--- config.mk ---
export PLATFORM = sky130hd
export DESIGN_NAME = rst_seq_xil7series
export DESIGN_NICKNAME = d
export VERILOG_FILES = /design/src/rtl/rst_seq_pkg.sv /design/src/rtl/rst_seq_sync.sv /design/src/rtl/rst_seq_xil7series.sv
export SDC_FILE = /design/constraint.sdc
export NUM_CORES = 1
export LEC_CHECK = 0
export ABC_CLOCK_PERIOD_IN_PS = 6200
export BUFFER_PORTS_ARGS = -buffer_cell sky130_fd_sc_hd__buf_4
export CAP_MARGIN = 20
export CORE_MARGIN = 2
export CORE_UTILIZATION = 55
export DETAILED_ROUTE_END_ITERATION = 7
export HOLD_SLACK_MARGIN = 0.03
export PLACE_DENSITY = 0.76
export SYNTH_ARGS = -nofsm -noshare
export SYNTH_HDL_FRONTEND = slang
export SYNTH_HIERARCHICAL = 1
export SYNTH_SLANG_ARGS = --single-unit
export TNS_END_PERCENT = 100
--- constraint.sdc ---
create_clock -name IO_CLK -period 6.2 [get_ports IO_CLK]
set_input_delay 0.62 -clock IO_CLK [delete_from_list [all_inputs] [get_ports IO_CLK]]
set_output_delay 0.62 -clock IO_CLK [all_outputs]
set_load 0.03 [all_outputs]
--- src/rtl/rst_seq_pkg.sv ---
// Shared types and sizing helpers for the reset sequencer.
// Holds the FSM state enum and the counter width constants.
package rst_seq_pkg;

  typedef enum logic [2:0] {
    WAIT_LOCK,
    HOLD,
    RELEASE,
    RUN,
    ASSERT
  } rst_state_e;

  localparam int LLC_W = 8;

  function automatic int cnt_width(input int lf, input int sc);
    int m;
    m = (lf > sc) ? lf : sc;
    return $clog2(m + 1);
  endfunction

  localparam int CNT_W = cnt_width(8, 16);

endpackage

--- src/rtl/rst_seq_sync.sv ---
// Multi-flop synchroniser for an asynchronous level input.
// Ports: clk_i, rst_ni (async clear), d_i (async in), q_o (synced out).
module rst_seq_sync
  import rst_seq_pkg::*;
#(
  parameter int STAGES = 2
) (
  input  logic clk_i,
  input  logic rst_ni,
  input  logic d_i,
  output logic q_o
);

  (* ASYNC_REG = "TRUE" *)
  logic [STAGES-1:0] sync_q;

  always_ff @(posedge clk_i or negedge rst_ni) begin
    if (!rst_ni) begin
      sync_q <= '0;
    end else begin
      sync_q <= {sync_q[STAGES-2:0], d_i};
    end
  end

  assign q_o = sync_q[STAGES-1];

endmodule

--- src/rtl/rst_seq_xil7series.sv ---
// Reset sequencer following a 7-series PLL: filters LOCKED, then
// releases NUM_RST active-low resets in order; counts lock losses.
// Ports: IO_CLK, IO_RST_N, pll_locked, sw_rst_req -> rst_n_o,
//        seq_done, lock_loss_cnt.
module rst_seq_xil7series
  import rst_seq_pkg::*;
#(
  parameter int NUM_RST      = 3,
  parameter int STAGE_CYCLES = 16,
  parameter int LOCK_FILTER  = 8,
  parameter int SYNC_STAGES  = 2
) (
  input  logic               IO_CLK,
  input  logic               IO_RST_N,
  input  logic               pll_locked,
  input  logic               sw_rst_req,
  output logic [NUM_RST-1:0] rst_n_o,
  output logic               seq_done,
  output logic [LLC_W-1:0]   lock_loss_cnt
);

  localparam int CW = cnt_width(LOCK_FILTER, STAGE_CYCLES);
  localparam logic [CW-1:0] LF_M1 = CW'(LOCK_FILTER - 1);
  localparam logic [CW-1:0] SC_M1 = CW'(STAGE_CYCLES - 1);

  logic               lock_s;
  rst_state_e         state_q, state_d;
  logic [CW-1:0]      cnt_q, cnt_d;
  logic [NUM_RST-1:0] rst_q, rst_d;
  logic               done_q, done_d;
  logic [LLC_W-1:0]   llc_q, llc_d;
  logic               start_rel;

  rst_seq_sync #(
    .STAGES (SYNC_STAGES)
  ) u_lock_sync (
    .clk_i  (IO_CLK),
    .rst_ni (IO_RST_N),
    .d_i    (pll_locked),
    .q_o    (lock_s)
  );

  // One counter serves the lock filter, the stage spacing and the
  // software-reset hold; only one of these is active per state.
  always_comb begin
    state_d   = state_q;
    cnt_d     = cnt_q;
    rst_d     = rst_q;
    done_d    = done_q;
    llc_d     = llc_q;
    start_rel = 1'b0;

    unique case (state_q)
      WAIT_LOCK: begin
        rst_d  = '0;
        done_d = 1'b0;
        cnt_d  = '0;
        if (lock_s) begin
          if (LOCK_FILTER == 1) begin
            start_rel = 1'b1;
          end else begin
            state_d = HOLD;
            cnt_d   = CW'(1);
          end
        end
      end

      HOLD: begin
        if (!lock_s) begin
          state_d = WAIT_LOCK;
          cnt_d   = '0;
        end else if (cnt_q == LF_M1) begin
          start_rel = 1'b1;
        end else begin
          cnt_d = cnt_q + CW'(1);
        end
      end

      RELEASE, RUN: begin
        if (!lock_s) begin
          // Lock loss outranks a coincident software request.
          state_d = WAIT_LOCK;
          rst_d   = '0;
          done_d  = 1'b0;
          cnt_d   = '0;
          if (llc_q != '1) llc_d = llc_q + LLC_W'(1);
        end else if (sw_rst_req) begin
          state_d = ASSERT;
          rst_d   = '0;
          done_d  = 1'b0;
          cnt_d   = '0;
        end else if (state_q == RELEASE) begin
          if (cnt_q == SC_M1) begin
            cnt_d = '0;
            // Shift a one in from bit 0 so release stays in order.
            rst_d = NUM_RST'({rst_q, 1'b1});
            if (&rst_d) begin
              state_d = RUN;
              done_d  = 1'b1;
            end
          end else begin
            cnt_d = cnt_q + CW'(1);
          end
        end
      end

      ASSERT: begin
        rst_d  = '0;
        done_d = 1'b0;
        if (cnt_q == SC_M1) begin
          state_d = WAIT_LOCK;
          cnt_d   = '0;
        end else begin
          cnt_d = cnt_q + CW'(1);
        end
      end

      default: begin
        state_d = WAIT_LOCK;
        rst_d   = '0;
        done_d  = 1'b0;
        cnt_d   = '0;
      end
    endcase

    if (start_rel) begin
      rst_d = NUM_RST'(1);
      cnt_d = '0;
      if (NUM_RST == 1) begin
        state_d = RUN;
        done_d  = 1'b1;
      end else begin
        state_d = RELEASE;
      end
    end
  end

  always_ff @(posedge IO_CLK or negedge IO_RST_N) begin
    if (!IO_RST_N) begin
      state_q <= WAIT_LOCK;
      cnt_q   <= '0;
      rst_q   <= '0;
      done_q  <= 1'b0;
      llc_q   <= '0;
    end else begin
      state_q <= state_d;
      cnt_q   <= cnt_d;
      rst_q   <= rst_d;
      done_q  <= done_d;
      llc_q   <= llc_d;
    end
  end

  assign rst_n_o       = rst_q;
  assign seq_done      = done_q;
  assign lock_loss_cnt = llc_q;

endmodule
==> results.sh, run 1 <==
export IMPL_cts_hold_buf=0
export IMPL_arrival_ns=2.40
export IMPL_regArea_sq_um=551
export IMPL_track_usage_pct=20.2
export IMPL_p_sw_mw=0.0612
export IMPL_io_buffers=15
export IMPL_hold_viol=0
export IMPL_start_util_pct=58.1
export IMPL_combPwrFrac_pct=10.9
export IMPL_postSynthAreaPerCell_sq_um=10.8
export IMPL_die_x_um=49.5
export IMPL_final_layout_size_suffix_gt1_share_pct=19.0
export IMPL_finClkSkew_ns=0.00196
export IMPL_p_seq_share_pct=63.8
export IMPL_antenna_found_initial=0
export IMPL_power_internal_mw=0.181
export IMPL_synth_edf_count=0
export IMPL_synth_flop_cell="dfrtp_1"
export IMPL_viasPerCell=5.79
export IMPL_fp_dieH_um=49.5
export IMPL_syn_to_final_growth_pct=12.4
export IMPL_drtAntennaViolNets=0
export IMPL_wl_per_cell_um=14.2
export IMPL_antennaDiodeCount=0
export IMPL_tightestPinTransition_ns=0.598
export IMPL_routed_wl_mm=2.10
export IMPL_crit_path_max_fanout=4
export IMPL_rows=16
export IMPL_outcome="finished, final reports clean"
export IMPL_worstSetupStartpointType="flip-flop"
export IMPL_cts_setup_buffers=0
export IMPL_synth_area_sq_um=1140
export IMPL_htree_levels=1
export IMPL_clk_path_buf_depth=2
export IMPL_grt_max_degree=23
export IMPL_io_pins=16
export IMPL_worstSetupPathType="flip-flop to flip-flop"
export IMPL_overflow=0
export IMPL_nFillCells=183
export IMPL_clock_latency_ns=0.30
export IMPL_drc=0
export IMPL_cts_buffers=3
export IMPL_dp_hpwl_mm=1.61
export IMPL_first_global_vias=861
export IMPL_synthCells=106
export IMPL_hp_class="input port to asynchronous set/reset pin"
export IMPL_num_vias=857
export IMPL_ctsRootBufferMaster="clkbuf_4"
export IMPL_fp_coreArea_sq_um=1960
export IMPL_setup_violations=0
export IMPL_grt_pass1_wl_mm=3.71
export IMPL_multi_input_area_sq_um=539
export IMPL_final_common_cell="dfrtp_1"
export IMPL_rsz0062_at_grt="no"
export IMPL_max_slew_margin_pct=59.9
export IMPL_yosys_cell_types_count=36
export IMPL_maxCapViolations=0
export IMPL_finalMaxSlewViolations=0
export IMPL_dp_slack_ns=4.06
export IMPL_drtPass1Iterations=4
export IMPL_postLayoutSetupSlackWorst_ns=4.04
export IMPL_fin_crit_ns=2.16
export IMPL_p_leak_nw=0.625
export IMPL_synth_fp_nets=114
export IMPL_ctsResizeCount=0
export IMPL_synth_seq_area_share_pct=48.3
export IMPL_endpoint_kind="flip-flop"
export IMPL_clk_pin_slew_ns=0.11
export IMPL_period_share_pct=34.8
export IMPL_clkPwrFrac_pct=25.3
export IMPL_required_ns=6.45
export IMPL_fin_nets=131
export IMPL_fmax_mhz=463
export IMPL_power_density_nw_per_um2=189
export IMPL_setup_tns_ns=0
export IMPL_yosysWarnings=6
export IMPL_first_iter_violations=11
export IMPL_ir_drop_uv=146
export IMPL_clock_sinks=22
export IMPL_synth_seq_cells=22
export IMPL_die_area_sq_um=2450
export IMPL_layout_common_cells="dfrtp_1, buf_4, nor2_1, nand2_1"
export IMPL_switching_share_pct=25.2
export IMPL_gp_congestion=0.881
export IMPL_synth_async_reset_ratio_pct=100
export IMPL_tritoncts="yes"
==> state kept, by name, indices dropped and copies added (netlist names) <==
signal and count:
u_lock_sync/sync_q 2, seq_done 1, lock_loss_cnt 8, cnt_q 5, rst_n_o 3, state_q 3
==> worst max-delay path, stage by stage (launching register included) <==
cell and delay (ns):
dfrtp_1 0.43, ha_1 0.25, nand3_1 0.12, inv_1 0.06
ha_1 0.22, or4b_4 0.49, o211a_2 0.17, nor4b_2 0.26
a21o_1 0.11
==> power by group through the flow <==
stage | logic, mW | registers, mW | clock network [mW]
after global placement | 0.0264 | 0.157 | 0
after floorplan | 0.0185 | 0.157 | 0
after global routing | 0.0295 | 0.156 | 0.0700
after detailed placement | 0.0266 | 0.158 | 0
after CTS | 0.0267 | 0.155 | 0.0643
final | 0.0263 | 0.155 | 0.0614
==> final timing paths <==
| kind | endpoint | slack, ns | startpoint | depth (start not counted) |
|---|---|---|---|---|
| worst max-delay path | cnt_q[2] | 4.04 | cnt_q[0] | 8 |
| worst min-delay path | cnt_q[0] | 0.18 | IO_RST_N | 1 |
| worst max register to register | cnt_q[2] | 4.04 | cnt_q[0] | 8 |
| worst min register to register | u_lock_sync/sync_q[1] | 0.36 | u_lock_sync/sync_q[0] | 0 |
| max in group asynchronous | lock_loss_cnt[7] | 5.79 | IO_RST_N | 1 |
| min in group IO_CLK | u_lock_sync/sync_q[1] | 0.36 | u_lock_sync/sync_q[0] | 0 |
==> synthesized netlist by cell type, drive strengths merged, types with 2 or more instances <==
master / n / area (sq um)
nand3: 5 / 25.0
ha: 4 / 50.1
a22o: 3 / 26.3
and2: 2 / 12.5
nor2b: 3 / 18.8
nand2: 7 / 26.3
o21ai: 4 / 20.0
o31ai: 2 / 15.0
o22ai: 2 / 12.5
o2bb2ai: 2 / 17.5
inv: 6 / 22.5
a21oi: 4 / 20.0
nor2: 8 / 30.0
nor3: 2 / 10.0
a31oi: 2 / 12.5
dfrtp: 22 / 551
buf: 3 / 27.5
xor2: 6 / 52.6
nand2b: 2 / 12.5
nand4bb: 2 / 22.5
nand4b: 2 / 17.5
==> cell families after synthesis <==
group / after synthesis / synth area share (%)
buffers and inverters: 9 / 4.39
muxes: 1 / 0.988
and+or+nand+nor: 39 / 20.7
xor gates and xnor gates: 7 / 5.38
adders and majority gates: 4 / 4.39
DFF: 22 / 48.3
AOI/OAI and AO/OA: 24 / 15.8
==> layer usage <==
metal,share of wire [%],track usage [%]
met2,50,33.3
met1,45,25.1
met5,0,0
met3,3.4,3.64
met4,2.0,10.6
==> metrics by stage <==
stage	area [sq um]	total power, mW	utilization [%]	hold WS, ns	instances
final	1280	0.243	65.3	0.185	148
after global routing	1280	0.255	65.3	0.187	148
after CTS	1280	0.246	65.3	0.186	148
after detailed placement	1260	0.184	64.2	0.338	145
after global placement	1260	0.184	64.2	0.334	145
after floorplan	1140	0.176	-	0.324	106
==> layout make-up <==
type                    instances  share of cell area [%]
flip-flops and latches         22                    43.0
inverters                       6                    1.76
clock buffers                   3                    1.76
repair buffers                 15                    8.79
well taps                      27                    2.64
multi-input cells              75                    42.1
Note: power is estimated with default switching activity, not from simulation.
==> inputs of run 2 (changes only) <==
ABC_AREA = 1   (was unset)
ABC_CLOCK_PERIOD_IN_PS = 1800   (was 6200)
CORE_UTILIZATION = 51   (was 55)
PLACE_DENSITY = 0.73   (was 0.76)
clock period = 1.8 ns   (was 6.2 ns; I/O delays follow)
==> results.sh, run 2 <==
export IMPL_power_density_nw_per_um2=725
export IMPL_clk_pin_slew_ns=0.12
export IMPL_postLayoutSetupSlackWorst_ns=0.122
export IMPL_setup_violations=0
export IMPL_synth_area_leaders="dfrtp_1, nand2_1, nand3_1"
export IMPL_antennaDiodeCount=0
export IMPL_setup_tns_ns=0
export IMPL_maxCapViolations=0
export IMPL_synth_xor_area_share_pct=5.79
export IMPL_synth_area_sq_um=1340
export IMPL_fp_coreArea_sq_um=2480
export IMPL_worstSetupStartpointType="flip-flop"
export IMPL_htree_levels=1
export IMPL_clock_latency_ns=0.30
export IMPL_outcome="finished, final reports clean"
export IMPL_final_common_cell="nand2_1"
export IMPL_finalMaxSlewViolations=0
export IMPL_grt_max_degree=23
export IMPL_nFillCells=224
export IMPL_syn_to_final_growth_pct=14.0
export IMPL_die_x_um=55.2
export IMPL_hold_depth=3
export IMPL_ctsRootBufferMaster="clkbuf_4"
export IMPL_tritoncts="yes"
export IMPL_reg2reg_slack_ns=0.12
export IMPL_dp_slack_ns=0.106
export IMPL_dp_hpwl_mm=2.04
export IMPL_fin_crit_ns=1.68
export IMPL_p_leak_nw=0.813
export IMPL_dp_cells=214
export IMPL_tightestPinTransition_ns=0.298
export IMPL_worstSetupPathType="flip-flop to flip-flop"
export IMPL_track_usage_pct=18.8
export IMPL_synth_fp_nets=179
export IMPL_num_vias=1136
export IMPL_overflow=0
export IMPL_layout_common_cells="nand2_1, dfrtp_1, buf_4, inv_1, nand3_1"
export IMPL_io_buffers=15
export IMPL_yosys_top_cells_count="nand2_1, dfrtp_1, inv_1, nand3_1, nor2_1"
export IMPL_synthCells=171
export IMPL_ir_drop_uv=489
export IMPL_clock_sinks=22
export IMPL_r2r_cells=11
export IMPL_yosys_cell_types_count=23
export IMPL_grt_pass1_wl_mm=4.73
export IMPL_synth_flop_cell="dfrtp_1"
export IMPL_power_mw=1.11
export IMPL_synth_seq_cells=22
export IMPL_rows=18
export IMPL_routed_wl_mm=2.71
export IMPL_synth_top_cell_area_share_pct=41.1
export IMPL_yosysWarnings=6
export IMPL_synth_seq_area_share_pct=41.1
export IMPL_viasPerCell=5.14
export IMPL_drtPass1Iterations=4
export IMPL_drtAntennaViolNets=0
export IMPL_postSynthAreaPerCell_sq_um=7.83
export IMPL_cts_buffers=3
export IMPL_fin_nets=201
export IMPL_required_ns=2.03
export IMPL_endpoint_kind="flip-flop"
export IMPL_fmax_mhz=596
export IMPL_crit_path_max_fanout=3
export IMPL_fp_dieH_um=55.2
export IMPL_synth_edf_count=0
export IMPL_first_iter_violations=35
export IMPL_start_util_pct=54.0
export IMPL_largest_register_ffs=8
export IMPL_synthSimpleGateAreaFrac_pct=36.7
export IMPL_synth_fa_ha_area_share_pct=3.74
export IMPL_hold_viol=0
export IMPL_gp_congestion=0.859
export IMPL_clk_path_buf_depth=2
export IMPL_wl_per_cell_um=12.2
export IMPL_io_pins=16
export IMPL_finClkSkew_ns=0.00634
export IMPL_yosysTopAreaCell="dfrtp_1"
export IMPL_antenna_found_initial=0
export IMPL_period_share_pct=93.2
export IMPL_final_layout_size_suffix_gt1_share_pct=24.6
export IMPL_reg2reg_to="cnt_q[0]"
export IMPL_drc=0
export IMPL_min_from="sw_rst_req"
export IMPL_hp_class="input port to flip-flop"
export IMPL_synthMostInstantiatedCell="nand2_1"
export IMPL_max_slew_margin_pct=80.1
export IMPL_r2r_start="cnt_q[0]"
export IMPL_holdPathEnd="state_q[2]"
export IMPL_yosys_mux_area_fraction_pct=0
export IMPL_synth_top_family_by_area="simple AND/OR/NAND/NOR gates"
export IMPL_synth_async_reset_ratio_pct=100
export IMPL_instances_no_fill=221
export IMPL_synth_compound_area_share_pct=4.86
export IMPL_arrival_ns=1.91
export IMPL_die_area_sq_um=3050
export IMPL_first_global_vias=1140
==> run 2: cell families after synthesis <==
group           count (synthesis)
compound gates                  9
xor+xnor                        8
fa+ha+maj                       4
buf+inv                        23
flops                          22
simple gates                  105
==> run 2: area by class of cell <==
class	count	area, sq um	share of cell area [%]
multi-input combinational	126	687	45.0
inverter	21	81.3	5.33
timing repair buffer	19	148	9.67
clock buffer	3	22.5	1.48
tap	30	37.5	2.46
sequential	22	551	36.1
==> run 2: stage by stage <==
step | cell area (sq um) | hold WS, ns | util [%]
5_1_grt | 1530 | 0.153 | 61.6
3_3_place_gp | 1470 | 0.0851 | 59.2
4_1_cts | 1510 | 0.135 | 60.9
2_1_floorplan | 1340 | -0.116 | -
6_report | 1530 | 0.146 | 61.6
3_5_place_dp | 1470 | 0.0880 | 59.2
==> run 2: worst max-delay path by stage <==
stage / start / endpoint / slack (ns) / cells past startpoint
6_report: cnt_q[0] / cnt_q[0] / 0.12 / 11
5_1_grt: cnt_q[0] / cnt_q[0] / -0.004 / 11
4_1_cts: cnt_q[0] / cnt_q[0] / 0.08 / 11
3_5_place_dp: cnt_q[0] / cnt_q[0] / 0.11 / 11
3_3_place_gp: cnt_q[0] / cnt_q[0] / 0.19 / 11
2_1_floorplan: cnt_q[0] / cnt_q[2] / 0.25 / 11
==> run 2: repair_timing <==
item	4_1_cts	5_1_grt
hold endpoints to repair	23	0
hold buffers	2	0
setup endpoints to repair	0	9
gates resized for setup	0	1
buffers inserted	0	2
==> run 2: worst max-delay path, cell delays in order (launching register included) <==
cell and delay [ns]:
dfrtp_1 0.41, ha_1 0.24, nand2_1 0.11, nor2_2 0.05
ha_1 0.17, inv_1 0.08, nand3_1 0.11, o21ai_0 0.10
inv_1 0.07, nand2_2 0.09, nand2_2 0.08, o21bai_2 0.11
==> run 2: routing by layer <==
metal / vias up / part of all wire, % / global-route usage (%)
met2: 28 / 50 / 32.7
met3: 5 / 4.0 / 2.58
met1: 534 / 44 / 22.9
met5: - / 0 / 0
met4: 0 / 1.6 / 9.06
li1: 569 / - / -
==> run 2: report_power, final <==
part | switching [mW] | leakage (nW) | internal (mW)
clock network | 0.147 | 0.0138 | 0.0780
registers | 0.0374 | 0.299 | 0.526
logic | 0.192 | 0.500 | 0.127
